--- config.mk ---
export PLATFORM = sky130hd
export DESIGN_NAME = rf_cpi_sched_flat
export DESIGN_NICKNAME = d
export VERILOG_FILES = /design/src/rtl/rf_timing_pkg.sv /design/src/rtl/rf_cpi_sched_if.sv /design/src/rtl/rf_cpi_period_cnt.sv /design/src/rtl/rf_cpi_sched.sv /design/src/flat_wrapper.sv
export SDC_FILE = /design/constraint.sdc
export NUM_CORES = 1
export LEC_CHECK = 0
export ABC_AREA = 1
export CAP_MARGIN = 20
export CORE_ASPECT_RATIO = 1.75
export CORE_UTILIZATION = 57
export DETAILED_ROUTE_END_ITERATION = 10
export GPL_TIMING_DRIVEN = 1
export PLACE_DENSITY = 0.82
export SYNTH_ARGS = -nofsm -noshare
export SYNTH_HDL_FRONTEND = slang
export SYNTH_SLANG_ARGS = --single-unit
--- constraint.sdc ---
create_clock -name clk -period 3.7 [get_ports clk]
set_clock_uncertainty 0.15 [all_clocks]
set_input_delay 0.555 -clock clk [delete_from_list [all_inputs] [get_ports clk]]
set_output_delay 0.555 -clock clk [all_outputs]
set_load 0.005 [all_outputs]
--- src/rtl/rf_timing_pkg.sv ---
// Shared definitions for the RF timing blocks: scheduler state encoding,
// default pre-CPI length and the TX window length used by the TX timing stage.
package rf_timing_pkg;

  typedef enum logic [2:0] {
    ST_IDLE      = 3'd0,
    ST_INIT      = 3'd1,
    ST_RUN       = 3'd2,
    ST_STOP      = 3'd3,
    ST_WAIT_SYNC = 3'd4
  } sched_state_t;

  // o_pre_cpi high time; the downstream 4-flop edge detector needs >= 4.
  localparam int PRE_LEN_DEF = 4;

  // TX window length in cycles, shared with the TX timing stage.
  localparam int TX_WIN_LEN = 200;

endpackage

--- src/rtl/rf_cpi_sched_if.sv ---
// Command/config/strobe bundle between the register interface, the CPI
// scheduler and the TX timing stage. i_sync exists only when RF_CPI_SYNC_EN
// is defined.
interface rf_cpi_sched_if #(
  parameter int CNT_W = 24,
  parameter int NUM_W = 16
);

  logic             i_start;
  logic             i_stop;
  logic [CNT_W-1:0] i_cfg_period;
  logic [CNT_W-1:0] i_cfg_lead;
  logic [NUM_W-1:0] i_cfg_num;
  logic             i_ctrl_over_flag;
`ifdef RF_CPI_SYNC_EN
  logic             i_sync;
`endif
  logic             o_init;
  logic             o_stop;
  logic             o_pre_cpi;
  logic             o_cpi;
  logic             o_busy;
  logic [NUM_W-1:0] o_cpi_cnt;
  logic             o_cfg_err;
  logic             o_miss_err;

  // Command side: issues start/stop and config, consumes strobes and status.
  modport master (
    output i_start, i_stop, i_cfg_period, i_cfg_lead, i_cfg_num, i_ctrl_over_flag,
`ifdef RF_CPI_SYNC_EN
    output i_sync,
`endif
    input  o_init, o_stop, o_pre_cpi, o_cpi, o_busy, o_cpi_cnt, o_cfg_err, o_miss_err
  );

  // Scheduler side.
  modport slave (
    input  i_start, i_stop, i_cfg_period, i_cfg_lead, i_cfg_num, i_ctrl_over_flag,
`ifdef RF_CPI_SYNC_EN
    input  i_sync,
`endif
    output o_init, o_stop, o_pre_cpi, o_cpi, o_busy, o_cpi_cnt, o_cfg_err, o_miss_err
  );

endinterface

--- src/rtl/rf_cpi_period_cnt.sv ---
// Loadable CPI period counter. load starts a CPI at pc=0, step advances pc,
// neither parks the counter with all flags low. The position flags are
// registered alongside pc so they can drive the scheduler outputs directly.
module rf_cpi_period_cnt
  import rf_timing_pkg::*;
#(
  parameter int CNT_W   = 24,
  parameter int PRE_LEN = PRE_LEN_DEF
) (
  input  logic             clk,
  input  logic             rst,
  input  logic             load,
  input  logic             step,
  input  logic [CNT_W-1:0] period,
  input  logic [CNT_W-1:0] lead,
  output logic             is_zero,
  output logic             is_pre,
  output logic             is_lead,
  output logic             is_last
);

  logic [CNT_W-1:0] pc;
  logic [CNT_W-1:0] pc_d;
  logic             active_d;

  // Next counter value and whether the counter is running next cycle.
  always_comb begin
    // NOTE: every always_comb output gets a default first so no latch is inferred.
    pc_d     = '0;
    active_d = 1'b0;
    if (load) begin
      pc_d     = '0;
      active_d = 1'b1;
    end else if (step) begin
      pc_d     = pc + CNT_W'(1);
      active_d = 1'b1;
    end
  end

  // Counter register and its registered position flags.
  always_ff @(posedge clk) begin
    // NOTE: reset is synchronous (sampled on the clock edge); state uses <= so
    // every flop samples pre-edge values regardless of statement order.
    if (rst) begin
      pc      <= '0;
      is_zero <= 1'b0;
      is_pre  <= 1'b0;
      is_lead <= 1'b0;
      is_last <= 1'b0;
    end else begin
      pc      <= pc_d;
      is_zero <= active_d && (pc_d == '0);
      is_pre  <= active_d && (pc_d < CNT_W'(PRE_LEN));
      is_lead <= active_d && (pc_d == lead);
      is_last <= active_d && (pc_d == period - CNT_W'(1));
    end
  end

endmodule

--- src/rtl/rf_cpi_sched.sv ---
// Upstream CPI scheduler for the RF TX timing stage. Converts start/stop
// commands and a latched CPI config into init/stop/pre-CPI/CPI strobes,
// counts completed CPIs and flags CPIs that ended without ctrl-over.
// Optional: define RF_CPI_SYNC_EN to gate every CPI start on i_sync.
module rf_cpi_sched
  import rf_timing_pkg::*;
#(
  parameter int CNT_W   = 24,
  parameter int NUM_W   = 16,
  parameter int PRE_LEN = PRE_LEN_DEF
) (
  input  logic         clk,
  input  logic         rst,
  rf_cpi_sched_if.slave bus
);

  // State entered after INIT and after every non-final CPI.
  localparam sched_state_t CPI_NEXT =
`ifdef RF_CPI_SYNC_EN
    ST_WAIT_SYNC;
`else
    ST_RUN;
`endif

  sched_state_t     state;
  logic [CNT_W-1:0] period_q;
  logic [CNT_W-1:0] lead_q;
  logic [NUM_W-1:0] num_q;
  logic [NUM_W-1:0] cpi_cnt;
  logic [NUM_W-1:0] cnt_inc;
  logic             init_q;
  logic             stop_q;
  logic             busy_q;
  logic             cfg_err_q;
  logic             miss_err_q;
  logic             seen_q;
  logic             seen_now;
  logic             cfg_legal;
  logic             cpi_end;
  logic             burst_done;
  logic             cnt_load;
  logic             cnt_step;
  logic             pc_zero;
  logic             pc_pre;
  logic             pc_lead;
  logic             pc_last;

  rf_cpi_period_cnt #(
    .CNT_W   (CNT_W),
    .PRE_LEN (PRE_LEN)
  ) u_period_cnt (
    .clk     (clk),
    .rst     (rst),
    .load    (cnt_load),
    .step    (cnt_step),
    .period  (period_q),
    .lead    (lead_q),
    .is_zero (pc_zero),
    .is_pre  (pc_pre),
    .is_lead (pc_lead),
    .is_last (pc_last)
  );

  // Config check, CPI-end bookkeeping and period counter control.
  always_comb begin
    cfg_legal  = (bus.i_cfg_lead >= CNT_W'(PRE_LEN)) &&
                 (bus.i_cfg_period > bus.i_cfg_lead) &&
                 (bus.i_cfg_period >= CNT_W'(2));
    // A flag arriving on the last cycle still counts for this CPI.
    seen_now   = (pc_zero ? 1'b0 : seen_q) || bus.i_ctrl_over_flag;
    cpi_end    = (state == ST_RUN) && pc_last && !bus.i_stop;
    cnt_inc    = (&cpi_cnt) ? cpi_cnt : cpi_cnt + NUM_W'(1);
    burst_done = cpi_end && (num_q != '0) && (cnt_inc == num_q);
    cnt_step   = (state == ST_RUN) && !pc_last && !bus.i_stop;
`ifdef RF_CPI_SYNC_EN
    cnt_load   = (state == ST_WAIT_SYNC) && bus.i_sync && !bus.i_stop;
`else
    cnt_load   = ((state == ST_INIT) && !bus.i_stop) || (cpi_end && !burst_done);
`endif
  end

  // Scheduler FSM with registered init/stop/busy strobes, CPI count and errors.
  always_ff @(posedge clk) begin
    if (rst) begin
      state      <= ST_IDLE;
      period_q   <= '0;
      lead_q     <= '0;
      num_q      <= '0;
      cpi_cnt    <= '0;
      init_q     <= 1'b0;
      stop_q     <= 1'b0;
      busy_q     <= 1'b0;
      cfg_err_q  <= 1'b0;
      miss_err_q <= 1'b0;
      seen_q     <= 1'b0;
    end else begin
      init_q <= 1'b0;
      stop_q <= 1'b0;
      seen_q <= (state == ST_RUN) && seen_now;
      case (state)
        ST_IDLE: begin
          // Stop in the same cycle cancels the start entirely.
          if (bus.i_start && !bus.i_stop) begin
            if (cfg_legal) begin
              period_q   <= bus.i_cfg_period;
              lead_q     <= bus.i_cfg_lead;
              num_q      <= bus.i_cfg_num;
              cpi_cnt    <= '0;
              cfg_err_q  <= 1'b0;
              miss_err_q <= 1'b0;
              init_q     <= 1'b1;
              busy_q     <= 1'b1;
              state      <= ST_INIT;
            end else begin
              cfg_err_q <= 1'b1;
            end
          end
        end
        ST_INIT: begin
          if (bus.i_stop) begin
            stop_q <= 1'b1;
            state  <= ST_STOP;
          end else begin
            state <= CPI_NEXT;
          end
        end
        ST_RUN: begin
          if (bus.i_stop) begin
            stop_q <= 1'b1;
            state  <= ST_STOP;
          end else if (pc_last) begin
            cpi_cnt <= cnt_inc;
            if (!seen_now) miss_err_q <= 1'b1;
            if (burst_done) begin
              stop_q <= 1'b1;
              state  <= ST_STOP;
            end else begin
              state <= CPI_NEXT;
            end
          end
        end
`ifdef RF_CPI_SYNC_EN
        ST_WAIT_SYNC: begin
          if (bus.i_stop) begin
            stop_q <= 1'b1;
            state  <= ST_STOP;
          end else if (bus.i_sync) begin
            state <= ST_RUN;
          end
        end
`endif
        ST_STOP: begin
          busy_q <= 1'b0;
          state  <= ST_IDLE;
        end
        default: begin
          busy_q <= 1'b0;
          state  <= ST_IDLE;
        end
      endcase
    end
  end

  assign bus.o_init     = init_q;
  assign bus.o_stop     = stop_q;
  assign bus.o_pre_cpi  = pc_pre;
  assign bus.o_cpi      = pc_lead;
  assign bus.o_busy     = busy_q;
  assign bus.o_cpi_cnt  = cpi_cnt;
  assign bus.o_cfg_err  = cfg_err_q;
  assign bus.o_miss_err = miss_err_q;

endmodule

--- src/flat_wrapper.sv ---
// flat-port wrapper written by rule: the top's interface ports become plain ports
module rf_cpi_sched_flat import rf_timing_pkg::*;
#(
  parameter int CNT_W   = 24,
  parameter int NUM_W   = 16,
  parameter int PRE_LEN = PRE_LEN_DEF
)
  (clk, rst, bus_i_start, bus_i_stop, bus_i_cfg_period, bus_i_cfg_lead, bus_i_cfg_num, bus_i_ctrl_over_flag, bus_o_init, bus_o_stop, bus_o_pre_cpi, bus_o_cpi, bus_o_busy, bus_o_cpi_cnt, bus_o_cfg_err, bus_o_miss_err);
  rf_cpi_sched_if #(.CNT_W(CNT_W), .NUM_W(NUM_W)) bus_i ();
  input  logic clk;
  input  logic rst;
  input wire logic [$bits(bus_i.i_start)-1:0] bus_i_start;
  input wire logic [$bits(bus_i.i_stop)-1:0] bus_i_stop;
  input wire logic [$bits(bus_i.i_cfg_period)-1:0] bus_i_cfg_period;
  input wire logic [$bits(bus_i.i_cfg_lead)-1:0] bus_i_cfg_lead;
  input wire logic [$bits(bus_i.i_cfg_num)-1:0] bus_i_cfg_num;
  input wire logic [$bits(bus_i.i_ctrl_over_flag)-1:0] bus_i_ctrl_over_flag;
  output wire logic [$bits(bus_i.o_init)-1:0] bus_o_init;
  output wire logic [$bits(bus_i.o_stop)-1:0] bus_o_stop;
  output wire logic [$bits(bus_i.o_pre_cpi)-1:0] bus_o_pre_cpi;
  output wire logic [$bits(bus_i.o_cpi)-1:0] bus_o_cpi;
  output wire logic [$bits(bus_i.o_busy)-1:0] bus_o_busy;
  output wire logic [$bits(bus_i.o_cpi_cnt)-1:0] bus_o_cpi_cnt;
  output wire logic [$bits(bus_i.o_cfg_err)-1:0] bus_o_cfg_err;
  output wire logic [$bits(bus_i.o_miss_err)-1:0] bus_o_miss_err;
  assign bus_i.i_start = bus_i_start;
  assign bus_i.i_stop = bus_i_stop;
  assign bus_i.i_cfg_period = bus_i_cfg_period;
  assign bus_i.i_cfg_lead = bus_i_cfg_lead;
  assign bus_i.i_cfg_num = bus_i_cfg_num;
  assign bus_i.i_ctrl_over_flag = bus_i_ctrl_over_flag;
  assign bus_o_init = bus_i.o_init;
  assign bus_o_stop = bus_i.o_stop;
  assign bus_o_pre_cpi = bus_i.o_pre_cpi;
  assign bus_o_cpi = bus_i.o_cpi;
  assign bus_o_busy = bus_i.o_busy;
  assign bus_o_cpi_cnt = bus_i.o_cpi_cnt;
  assign bus_o_cfg_err = bus_i.o_cfg_err;
  assign bus_o_miss_err = bus_i.o_miss_err;
  rf_cpi_sched #(.CNT_W(CNT_W), .NUM_W(NUM_W), .PRE_LEN(PRE_LEN)) u_core (.clk(clk), .rst(rst), .bus(bus_i));
endmodule
**Yosys cells after proc, flatten, opt, wreduce, memory -nomap -nowiden**

Cells that the tools add are included.

- Bits in latches: 0
- Logic and storage cells: 105
- ROM bits: 0
- Input bits: 69
- Bits in writable memories: 0
- Output and inout bits: 23
- Memories: 0
- Flip-flop bits (word level): 117

- Magnitude comparators: 4
- $add $sub $neg: 3
- Equal/unequal tests: 11
- Reductions and logical operators: 34
- Bitwise logic cells: 3
- Shift operators: 0
- Multiply operators: 0
- Muxes and demuxes: 34
- Divide/modulo/power cells: 0

Operators with widths:

| kind | count |
|---|---|
| 16-bit 2-to-1 mux | 5 |
| 24-bit equality test | 2 |
| 24-bit 2-to-1 mux | 2 |
| 16-bit case mux with 2 select lines | 1 |
| 24-bit by 1-bit adder with 24-bit output (second input constant) | 1 |
| 24-bit by 2-bit greater-or-equal comparator with 1-bit output (second input constant) | 1 |
| 24-bit by 3-bit greater-or-equal comparator with 1-bit output (second input constant) | 1 |
| 24-bit > comparator | 1 |
| 24-bit zero test | 1 |
| 24-bit by 3-bit less-than comparator with 1-bit output (second input constant) | 1 |
| 24-bit by 1-bit subtractor with 24-bit output (second input constant) | 1 |
| 1-bit 2-to-1 mux | 18 |
| 16-bit by 1-bit adder with 16-bit output (second input constant) | 1 |
| 16-bit equality test | 1 |
| 1-bit logical AND | 16 |
| 16-bit AND reduction | 1 |
| 16-bit nonzero test | 1 |
| 3-bit 2-to-1 mux | 4 |
| 3-bit case mux with 3 select lines | 1 |
| 3-bit AND reduction | 3 |
| 2-bit inequality test (second input constant) | 3 |
| 1-bit case mux with 2 select lines | 3 |
| 6-bit AND reduction | 1 |
| 5-bit AND reduction | 1 |
| 12 further kinds | 18 |

**Longest topological paths before layout**

- Depth after elaboration: 11
- Gate-level depth with buffers: 24
- Gate-level depth less buffers: 23

**Modules after synthesis**

Synthesis repeated with hierarchy kept, for this count alone.

- Cell total of the unflattened synthesis: 1275
- Area total of the unflattened synthesis: 7988.9 sq um

By module, submodules not included:

| module | cells an instance | seq. area each (sq um) | instances | area each (sq um) |
|---|---|---|---|---|
| rf_cpi_sched | 686 | 1761.7 | 1 | 4753.3 |
| rf_cpi_period_cnt | 589 | 560.5 | 1 | 3235.6 |

**Worst setup path before layout**

OpenSTA, ideal clock, no wires.

- Path kind: input to register
- Start point: input bus_i_cfg_lead[19]
- End point: register u_core.cpi_cnt[0], in the netlist u_core.bus.o_cpi_cnt[0]
- Buffers on the path: 2
- Setup time: 0.086 ns
- Setup slack: 0.897 ns
- Arrival: 2.567 ns
- Required time: 3.464 ns
- Cell stages on the path: 15
- Cells stage by stage: inv_1 ha_1 nand2_1 inv_1 nand3_1 nor2_1 nand4_1 nand3_1 o2111ai_1 o21ai_0 and2_1 clkbuf_1 clkbuf_1 nor2_1 a211oi_1

- Cells in the longest elaborated chain, start to end: 5
- Elaborated cells between the ends (all ways): 6
- Classes of those cells: order compare: 2; eq/ne: 1; reduce/logical: 3

Ends and longest elaborated chain:

| what | RTL line | source |
|---|---|---|
| start: declaration | flat_wrapper.sv:15 | `input wire logic [$bits(bus_i.i_cfg_lead)-1:0] bus_i_cfg_lead;` |
| 24-bit by 3-bit greater-or-equal comparator with 1-bit output / 24-bit > comparator (equally long branches) | rf_cpi_sched.sv:66, rf_cpi_sched.sv:67 |  |
| 1-bit logical AND * | rf_cpi_sched.sv:66 | `cfg_legal = (bus.i_cfg_lead >= CNT_W'(PRE_LEN)) &&` |
| 1-bit logical AND * | rf_cpi_sched.sv:67 | `(bus.i_cfg_period > bus.i_cfg_lead) &&` |
| 2-bit by 1-bit inequality test with 1-bit output (no source line) * | n/a |  |
| 5-bit AND reduction (no source line) * | n/a |  |
| end signal: assignment | rf_cpi_sched.sv:132 | `cpi_cnt <= cnt_inc;` |
| end: declaration | rf_cpi_sched.sv:29 | `logic [NUM_W-1:0] cpi_cnt;` |

Mark *: on every way between the ends. The rest lies on a longest branch, timed or not.
A chain may end at the register's enable or synchronous reset.

**Worst setup path after layout**

- Start point: register u_core.cpi_cnt[0], in the netlist u_core.bus.o_cpi_cnt[0]
- End point: register u_core.u_period_cnt.is_last

- Cells in the longest elaborated chain, start to end: 10
- Elaborated cells between the ends (all ways): 12
- Classes of those cells: add/sub: 1; eq/ne: 2; mux: 3; reduce/logical: 6

Ends and longest elaborated chain:

| what | RTL line | source |
|---|---|---|
| 16-bit by 1-bit adder with 16-bit output / 16-bit AND reduction (equally long branches) | rf_cpi_sched.sv:72 | `cnt_inc = (&cpi_cnt) ? cpi_cnt : cpi_cnt + NUM_W'(1);` |
| 16-bit 2-to-1 mux * | rf_cpi_sched.sv:72 |  |
| 16-bit equality test * | rf_cpi_sched.sv:73 | `burst_done = cpi_end && (num_q != '0) && (cnt_inc == num_q);` |
| 1-bit logical AND * | rf_cpi_sched.sv:73 |  |
| 1-bit zero test * | rf_cpi_sched.sv:78 | `cnt_load = ((state == ST_INIT) && !bus.i_stop) \|\| (cpi_end && !burst_done);` |
| 1-bit logical AND * | rf_cpi_sched.sv:78 |  |
| 1-bit logical OR * | rf_cpi_sched.sv:78 |  |
| 24-bit 2-to-1 mux | rf_cpi_period_cnt.sv:31 | `if (load) begin` |
| 24-bit equality test | rf_cpi_period_cnt.sv:55 | `is_last <= active_d && (pc_d == period - CNT_W'(1));` |
| 1-bit logical AND * | rf_cpi_period_cnt.sv:55 |  |
| end signal: assignment | rf_cpi_period_cnt.sv:55 |  |
| end: declaration | rf_cpi_period_cnt.sv:19 | `output logic is_last` |

Marks and branches as above.

==> impl_metrics.toml <==
[outcome]
result_of_the_run = "complete, no violations"

[pwr]
switching_power_mw = 1.98
pleak_nw = 4.14
power.density_nw_per_um2 = 567
share_clk_of_total_power = 0.323
power.share.switching = 0.374
p_int_mw = 3.32
comb_power_share = 0.386
pwr-share-seq = 0.291
vdd_drop_max_mv = 0.375

[floorplan]
die_w_um = 88.4
core.rowCount = 54
core-area_um2 = 12600
initial_core_util = 0.590
floorplan.die.height_um = 153
floorplan.io_pins = 92
die-area_um2 = 13600

[clocking]
clk_path_buf_depth = 2
clock_tree.htree_level_count = 4
clock_latency_reported_for_the_late_side_of_the_worst_skew_pair_ps = 420
cts.clk_slew.worst_paths_ps = 60
cts_sinks = 116
number_of_hold_buffers_added_after_cts = 0
numCtsBuffers = 17
root_buf_cell = "clkbuf_16"
tritoncts_clock_tree = "yes"

[synthesis]
synthArstFlopShare = 0
yosys-top-cells-area = "dfxtp_1, nand2_1, inv_1"
syn_avg_cell_area_um2 = 6.53
synth_top_area_share = 0.312
synth_edf_count = 0
post_synthesis_register_bit_count = 116
synth_top_cell_by_area = "dfxtp_1"
postSynthNetCount = 1241
synth-main-ff-cell = "dfxtp_1"
synthesis.yosys.warnings = 0
seq_area_frac_synth = 0.312
synth_cells = 1141
netlist-cell-type-count = 46
netlist_area_um2 = 7450

[flow_run]
cap_violations = 0

[sta]
setup-tns-final_ps = 0
final_hold_viol_count = 0
tightest_slew_ps = 817
post_layout_minimum_cycle_time_ps = 3490
max-slew-margin-rel = 0.450
setup_viol = 0
fmax_mhz = 287
final-max-slew-violation-count = 0
final.period_utilization = 0.943
timing.hold.ws_ps = 296
rsz0062_at_grt = "false"

[detailed_routing]
detail_route.iter0.violations = 446
routedWlPerCell_um = 16.8
route.antenna.remaining_nets = 0
avgViaCountPerCell = 5.65
wl_mm = 24.2
detailroute.via_count = 8119
drt-pass1-iter-count = 5
drt_drc_violations_left = 0

[critical_path]
rrSetupSlack_ps = 210
rr_worst_depth = 21
critical_path.reg2reg.endpoint = "u_core.u_period_cnt.is_last$_SDFF_PP0_"
crit_arrival_ps = 3680
critPathLaunchType = "flip-flop"
worstPathRequired_ps = 3890
cp_max_fo = 12
regToRegStartpoint = "u_core.bus.o_cpi_cnt[0]$_SDFFE_PP0P_"
end_kind = "flip-flop"
start_to_end_type_of_the_worst_setup_path = "flip-flop to flip-flop"

[finish]
multiInputGateArea_um2 = 4350
nFillCells = 1079
final_cell_mix = "nand2_1, inv_1, nor2_1"
seqCellArea_um2 = 2320
layout.cells.most_common = "nand2_1"
flow.area_growth_from_synthesis_pct = 25.5
diodes = 0
post_layout_nonfiller_instances = 1436
fraction_of_final_layout_cells_with_drive_strength_greater_than_1 = 0.0812
nets = 1355

[placed_design]
gp_routability_congestion = 0.951
place.detailed.instances = 1404
portBuffers = 91
hpwl_mm = 18.6

[min_path]
worst_hold_startpoint = "u_core.bus.o_cfg_err$_SDFFE_PP0P_"
min_delay_path_depth = 2
worstHoldEndpoint = "u_core.bus.o_cfg_err$_SDFFE_PP0P_"
hp-class = "flip-flop to flip-flop"

[global_routing]
grt_remaining_overflow = 0
grt_max_degree = 36
grt_use_total = 0.375
grt_pass1_wl_mm = 38.4
grt_pass1_vias = 8086
grt_antenna_before_repair = 1
[synthesized netlist by cell type, types with 2 or more instances]
cell type,instances
a211oi_1,16
a21o_1,2
a21oi_1,22
a31oi_1,3
and2_1,2
buf_1,2
buf_4,3
buf_6,2
clkbuf_1,25
dfxtp_1,116
ha_1,31
inv_1,165
nand2_1,265
nand2_2,6
nand3_1,83
nand3_2,6
nand3_4,3
nand4_1,59
nor2_1,150
nor2_2,3
nor2_4,2
nor3_1,11
nor4_1,14
o211ai_1,4
o21ai_0,63
o21bai_1,2
o22ai_1,21
or2_2,3
xnor2_1,11
xor2_1,30
[logic make-up (layout without fill, tap and decap cells)]
logic type                 after synthesis  after routing  synth area share
buffers and inverters                  201            328             0.107
xor gates and xnor gates                42             42            0.0512
and+or+nand+nor                        611            611             0.369
DFF                                    116            116             0.312
adders and majority gates               31             31            0.0520
muxes                                    1              1           0.00134
AOI/OAI and AO/OA                      139            139             0.108
[flip-flops by register name, summed over array words and instances, names as in the netlist, 2 cells and up]
| signal | count |
|---|---|
| u_core.lead_q | 24 |
| u_core.period_q | 24 |
| u_core.u_period_cnt.pc | 24 |
| u_core.bus.o_cpi_cnt | 16 |
| u_core.num_q | 16 |
| u_core.state | 2 |
[worst max-delay path: stages, from the launching register on]
cell     delay (ps)
dfxtp_1         330
ha_2            310
nand2_1         100
nor2_2          150
nand2_2         130
buf_4           180
o21ai_0         330
nand2_1          90
nand2_1         150
nor2_1           70
nand3_1         110
nor2_1           50
nand3_1          80
nand2_2         150
buf_4           230
nand3_1          80
nand2_1         120
nor2_1          130
nand2_1          70
nor2_1           90
nand3_1         140
nor2_1          160
[through the flow]
step           worst slack, ps  total power, mW  area, um2   util
2_1_floorplan              897             2.77       7450      -
3_3_place_gp               269             3.47       8720  0.690
3_5_place_dp               174             3.52       8720  0.690
4_1_cts                    294             5.24       9340  0.739
5_1_grt                   6.74             5.59       9350  0.740
6_report                   211             5.30       9350  0.740
[power by group through the flow]
| stage | Clock, mW | Combinational [mW] | Sequential, mW |
|---|---|---|---|
| after floorplan | 0 | 1.23 | 1.55 |
| after global placement | 0 | 1.92 | 1.56 |
| after detailed placement | 0 | 1.96 | 1.56 |
| after CTS | 1.72 | 1.99 | 1.53 |
| after global routing | 1.77 | 2.25 | 1.56 |
| final | 1.71 | 2.04 | 1.54 |
[layer usage]
metal  track usage  wire, um
met3         0.101      1300
met1         0.334      7950
met2         0.654     12500
met5             0        10
met4         0.346      2400
[timing repair]
item / in CTS / in global routing
resized for setup: 0 / 6
setup buffers: 0 / 0
endpoints found under the hold margin: 0 / 0
endpoints found under the setup margin: 0 / 5
[final cells by class]
cell class | count | share of cell area
Clock buffer | 20 | 0.0499
Clock inverter | 12 | 0.0163
Inverter | 167 | 0.0673
Multi-Input combinational cell | 824 | 0.465
Sequential cell | 116 | 0.248
Tap cell | 168 | 0.0225
Timing Repair Buffer | 129 | 0.131
[how the worst max path moves through the flow]
| stage | start | endpoint | slack [ps] | cells past startpoint |
|---|---|---|---|---|
| 6_report | u_core.bus.o_cpi_cnt[0]$_SDFFE_PP0P_ | u_core.u_period_cnt.is_last$_SDFF_PP0_ | 210 | 21 |
| 5_1_grt | u_core.bus.o_cpi_cnt[0]$_SDFFE_PP0P_ | u_core.u_period_cnt.is_lead$_SDFF_PP0_ | 7 | 21 |
| 4_1_cts | u_core.bus.o_cpi_cnt[0]$_SDFFE_PP0P_ | u_core.u_period_cnt.is_last$_SDFF_PP0_ | 290 | 21 |
| 3_5_place_dp | bus_i_cfg_lead[19] | u_core.bus.o_cpi_cnt[0]$_SDFFE_PP0P_ | 170 | 17 |
| 3_3_place_gp | bus_i_cfg_lead[19] | u_core.bus.o_cpi_cnt[0]$_SDFFE_PP0P_ | 270 | 17 |
| 2_1_floorplan | bus_i_cfg_lead[19] | u_core.bus.o_cpi_cnt[0]$_SDFFE_PP0P_ | 900 | 15 |
No activity file was read; power rests on OpenSTA's default activity.
==> patch 1: new RTL, config.mk and constraints unchanged <==
`CNT_W` is set to 24 in 4 places; all go to 20.
--- a/src/rtl/rf_cpi_sched_if.sv
+++ b/src/rtl/rf_cpi_sched_if.sv
@@ -2,7 +2,7 @@
 // scheduler and the TX timing stage. i_sync exists only when RF_CPI_SYNC_EN
 // is defined.
 interface rf_cpi_sched_if #(
-  parameter int CNT_W = 24,
+  parameter int CNT_W = 20,
   parameter int NUM_W = 16
 );
 
--- a/src/rtl/rf_cpi_period_cnt.sv
+++ b/src/rtl/rf_cpi_period_cnt.sv
@@ -4,7 +4,7 @@
 module rf_cpi_period_cnt
   import rf_timing_pkg::*;
 #(
-  parameter int CNT_W   = 24,
+  parameter int CNT_W   = 20,
   parameter int PRE_LEN = PRE_LEN_DEF
 ) (
   input  logic             clk,
--- a/src/rtl/rf_cpi_sched.sv
+++ b/src/rtl/rf_cpi_sched.sv
@@ -5,7 +5,7 @@
 module rf_cpi_sched
   import rf_timing_pkg::*;
 #(
-  parameter int CNT_W   = 24,
+  parameter int CNT_W   = 20,
   parameter int NUM_W   = 16,
   parameter int PRE_LEN = PRE_LEN_DEF
 ) (
--- a/src/flat_wrapper.sv
+++ b/src/flat_wrapper.sv
@@ -1,7 +1,7 @@
 // flat-port wrapper written by rule: the top's interface ports become plain ports
 module rf_cpi_sched_flat import rf_timing_pkg::*;
 #(
-  parameter int CNT_W   = 24,
+  parameter int CNT_W   = 20,
   parameter int NUM_W   = 16,
   parameter int PRE_LEN = PRE_LEN_DEF
 )
Interface: changed (resized bus_i_cfg_lead and bus_i_cfg_period); port bits go from 92 to 84. No check against the original RTL was run, so the function may have changed too.
==> patch 1 against the original RTL <==
- synthesized area is 13% lower
- design area is 17% lower
- routed wire length shrank 19%
- maximum frequency rose by 2.4%
- worst setup slack improved by 82 ps
- worst hold slack got worse by 1.9 ps
- sequential share of layout area rose by 1.9 points
- sequential cell count is 12 lower
- power fell by 22%
==> patch 1: results <==
set metrics [dict create \
    post_dp_cell_area_mm2 0.007482 \
    sh_seq_area_pct 26.77 \
    worstSetupStartpoint "u_core.bus.o_cpi_cnt[1]" \
    status "complete, no violations" \
    grt_pass1_vias 6840 \
    clk_share_pct 3.748 \
    gp_routability_congestion 0.9842 \
    cp_max_fo 16 \
    top_regs "u_core.lead_q: 20 flops, u_core.period_q: 20 flops, u_core.u_period_cnt.pc: 20 flops" \
    numCtsBuffers 9 \
    comb_cell_power_mw 1.74 \
    critPathMaxStageDelay_ps 430 \
    drt_iter0_drc 393 \
    clock_latency_ps 360 \
    grt_max_degree 37 \
    preCtsSetupSlack_ps 99.46 \
    rrSetupSlack_ps 290 \
    grt_pass1_wl_um 31730 \
    inverters 147 \
    multiInputGateArea_mm2 0.003722 \
    track_usage_pct 36.31 \
    synthTopCellsByCount "nand2_1 (210), inv_1 (146), nor2_1 (127), dfxtp_1 (104), nand3_1 (87)" \
    syn_nets 1072 \
    layout.nonclk_buf_share_pct 12.42 \
    worstMarginPinSlew_ps 820.9 \
    area_growth_syn_to_layout_pct 20.27 \
    peakVddDrop_mv 0.5366 \
    nets 1159 \
    dp_hpwl_um 15600 \
    fillers 983 \
    htreeDepth 3 \
    cts.sinks 104 \
    avgSynthCellArea_um2 6.573 \
    nMultiInputCombCells 708 \
    seqPwrFrac_pct 34.5 \
    clk_pin_slew_worst_paths_ps 80 \
    num_vias 6919 \
    p_leak_nw 3.465 \
    hold_slack_ps 294.5 \
    yosys-top-cells-area "dfxtp_1 (32%), nand2_1 (12%), inv_1 (8.5%), nor2_1 (7.4%), nand3_1 (6.7%)" \
    seq_power_mw 1.43 \
    numPlacedInstances 1192 \
    yosysSeqAreaShare_pct 32.19 \
    antenna_found_initial 0 \
    intPower_mw 2.441 \
]
[patch 1: cell count changes after synthesis, moves of 11 or more]
| cell | unedited run | this run |
|---|---|---|
| a211oi_1 | 16 | 1 |
| inv_1 | 165 | 146 |
| nand2_1 | 265 | 210 |
| nor4_1 | 14 | 3 |
| nor2_1 | 150 | 127 |
| dfxtp_1 | 116 | 104 |
[patch 1: repair_timing]
action / in CTS / in global routing
endpoints found under the hold margin: 0 / 0
resized for setup: 0 / 2
setup endpoints to repair: 0 / 4
[patch 1: cells by family after synthesis]
group	synth area share, %
AOI/OAI and AO/OA	10.45
buffers and inverters	10.33
xor gates and xnor gates	5.146
DFF	32.19
adders and majority gates	5.223
and+or+nand+nor	36.66
[patch 1: metal layers]
metal | part of all wire (%) | global-route usage, %
met1 | 32 | 32.36
met2 | 52 | 62.59
met3 | 5.2 | 10.29
met4 | 10 | 34.39
met5 | 0 | 0
==> patch 2: new RTL, same flow settings <==
Without the edit above. The 5 states of `sched_state_t` get a one-hot encoding in 5 bits.
--- a/src/rtl/rf_timing_pkg.sv
+++ b/src/rtl/rf_timing_pkg.sv
@@ -2,12 +2,12 @@
 // default pre-CPI length and the TX window length used by the TX timing stage.
 package rf_timing_pkg;
 
-  typedef enum logic [2:0] {
-    ST_IDLE      = 3'd0,
-    ST_INIT      = 3'd1,
-    ST_RUN       = 3'd2,
-    ST_STOP      = 3'd3,
-    ST_WAIT_SYNC = 3'd4
+  typedef enum logic [4:0] {
+    ST_IDLE      = 5'b00001,
+    ST_INIT      = 5'b00010,
+    ST_RUN       = 5'b00100,
+    ST_STOP      = 5'b01000,
+    ST_WAIT_SYNC = 5'b10000
   } sched_state_t;
 
   // o_pre_cpi high time; the downstream 4-flop edge detector needs >= 4.
Check against the original RTL: no difference found for any inputs over 10 cycles, from zero or initial values and one cycle with rst high; not proved beyond that.
==> patch 2 against the original RTL <==
- sequential cell count increased by 2
- maximum frequency increased by 13%
- design area decreased by 3.6%
- routed wire length decreased by 1.7%
- critical path type unchanged
- die area decreased by 2.3%
- synthesized area decreased by 2.3%
- critical path depth decreased by 5
- worst setup slack improved by 400 ps
Power is not compared: it rests on default switching activity, and its combinational part moved more than twofold at a synthesized area within 25%.
==> patch 2: results <==
set metrics [dict create \
    grt_use_met3_pct 6.717 \
    avgSynthCellArea_um2 6.687 \
    critPathMaxStageDelay_ps 510 \
    preCtsSetupSlack_ps 301.9 \
    drive_gt1_share_pct 7.615 \
    drt_iter0_drc 518 \
    holdPathStages 2 \
    nMultiInputCombCells 792 \
    syn_nets 1185 \
    route.met3.wl_um 1297 \
    track_usage_pct 37.59 \
    grt_pass1_wl_um 37290 \
    use_met2_pct 71.60 \
    first_pass_iters 6 \
    num_vias 7867 \
    use_met1_pct 33.17 \
    area_growth_syn_to_layout_pct 23.75 \
    syn_inst 1089 \
    gp_routability_congestion 1.017 \
    muxShareOfSynthArea_pct 0 \
    final_cells 1363 \
    synth_compound_gate_area_share_pct 11.48 \
    arrival_ps 3240 \
    clk_share_pct 6.790 \
    rrSetupSlack_ps 610 \
    r2r-end "u_core.u_period_cnt.is_pre" \
    post_dp_cell_area_mm2 0.008399 \
    cts.sinks 118 \
    antenna_found_initial 0 \
    grt_pass1_vias 7701 \
    nets 1279 \
    synth-xor-area-share_pct 5.601 \
    ff2ff_path_depth 16 \
    yosys-top-cells-area "dfxtp_1 (32%), nand2_1 (13%), inv_1 (7.3%), nand3_1 (6.1%), nor2_1 (5.9%)" \
    multiInputGateArea_mm2 0.004224 \
    ys_types 45 \
    layout.nonclk_buf_share_pct 11.55 \
    fillers 1071 \
    dp_hpwl_um 18240 \
    max-slew-margin-rel_pct 47.56 \
    cp_max_fo 7 \
    grt_max_degree 66 \
    numPlacedInstances 1332 \
    synthAdderAreaFrac_pct 4.639 \
    wl_met1_um 7589 \
    peakVddDrop_mv 0.3169 \
    sh_seq_area_pct 26.21 \
    synthTopCellsByCount "nand2_1 (259), inv_1 (141), dfxtp_1 (118), nor2_1 (115), nand3_1 (89)" \
    status "complete, no violations" \
    routedWlPerCell_um 17.42 \
    dr.max_layer_used "met4" \
    p_leak_nw 4.010 \
    inverters 149 \
    nNonClkBuffers 105 \
    met2_length_um 12780 \
]
patch 2: worst max-delay path by stage:
stage                            startpoint                    endpoint  slack (ps)
floorplan                bus_i_cfg_lead[23]    u_core.bus.o_cpi_cnt[12]        1160
CTS                      bus_i_cfg_lead[23]            u_core.lead_q[3]         730
finish              u_core.bus.o_cpi_cnt[0]  u_core.u_period_cnt.is_pre         610
detailed placement       bus_i_cfg_lead[23]            u_core.lead_q[3]         300
global route             bus_i_cfg_lead[23]         u_core.period_q[20]         420
global placement         bus_i_cfg_lead[23]            u_core.lead_q[3]         330
patch 2: cells by family (layout without fill, tap and decap cells):
logic type / Yosys count / count (layout)
and+or+nand+nor: 577 / 577
buffers and inverters: 179 / 285
xor gates and xnor gates: 45 / 45
adders and majority gates: 27 / 27
DFF: 118 / 118
AOI/OAI and AO/OA: 143 / 143
patch 2: where the power goes:
part	internal, mW	switching, mW
Combinational	0.326	0.431
Clock	1.12	0.598
Sequential	1.33	0.0647
Total	2.77	1.09
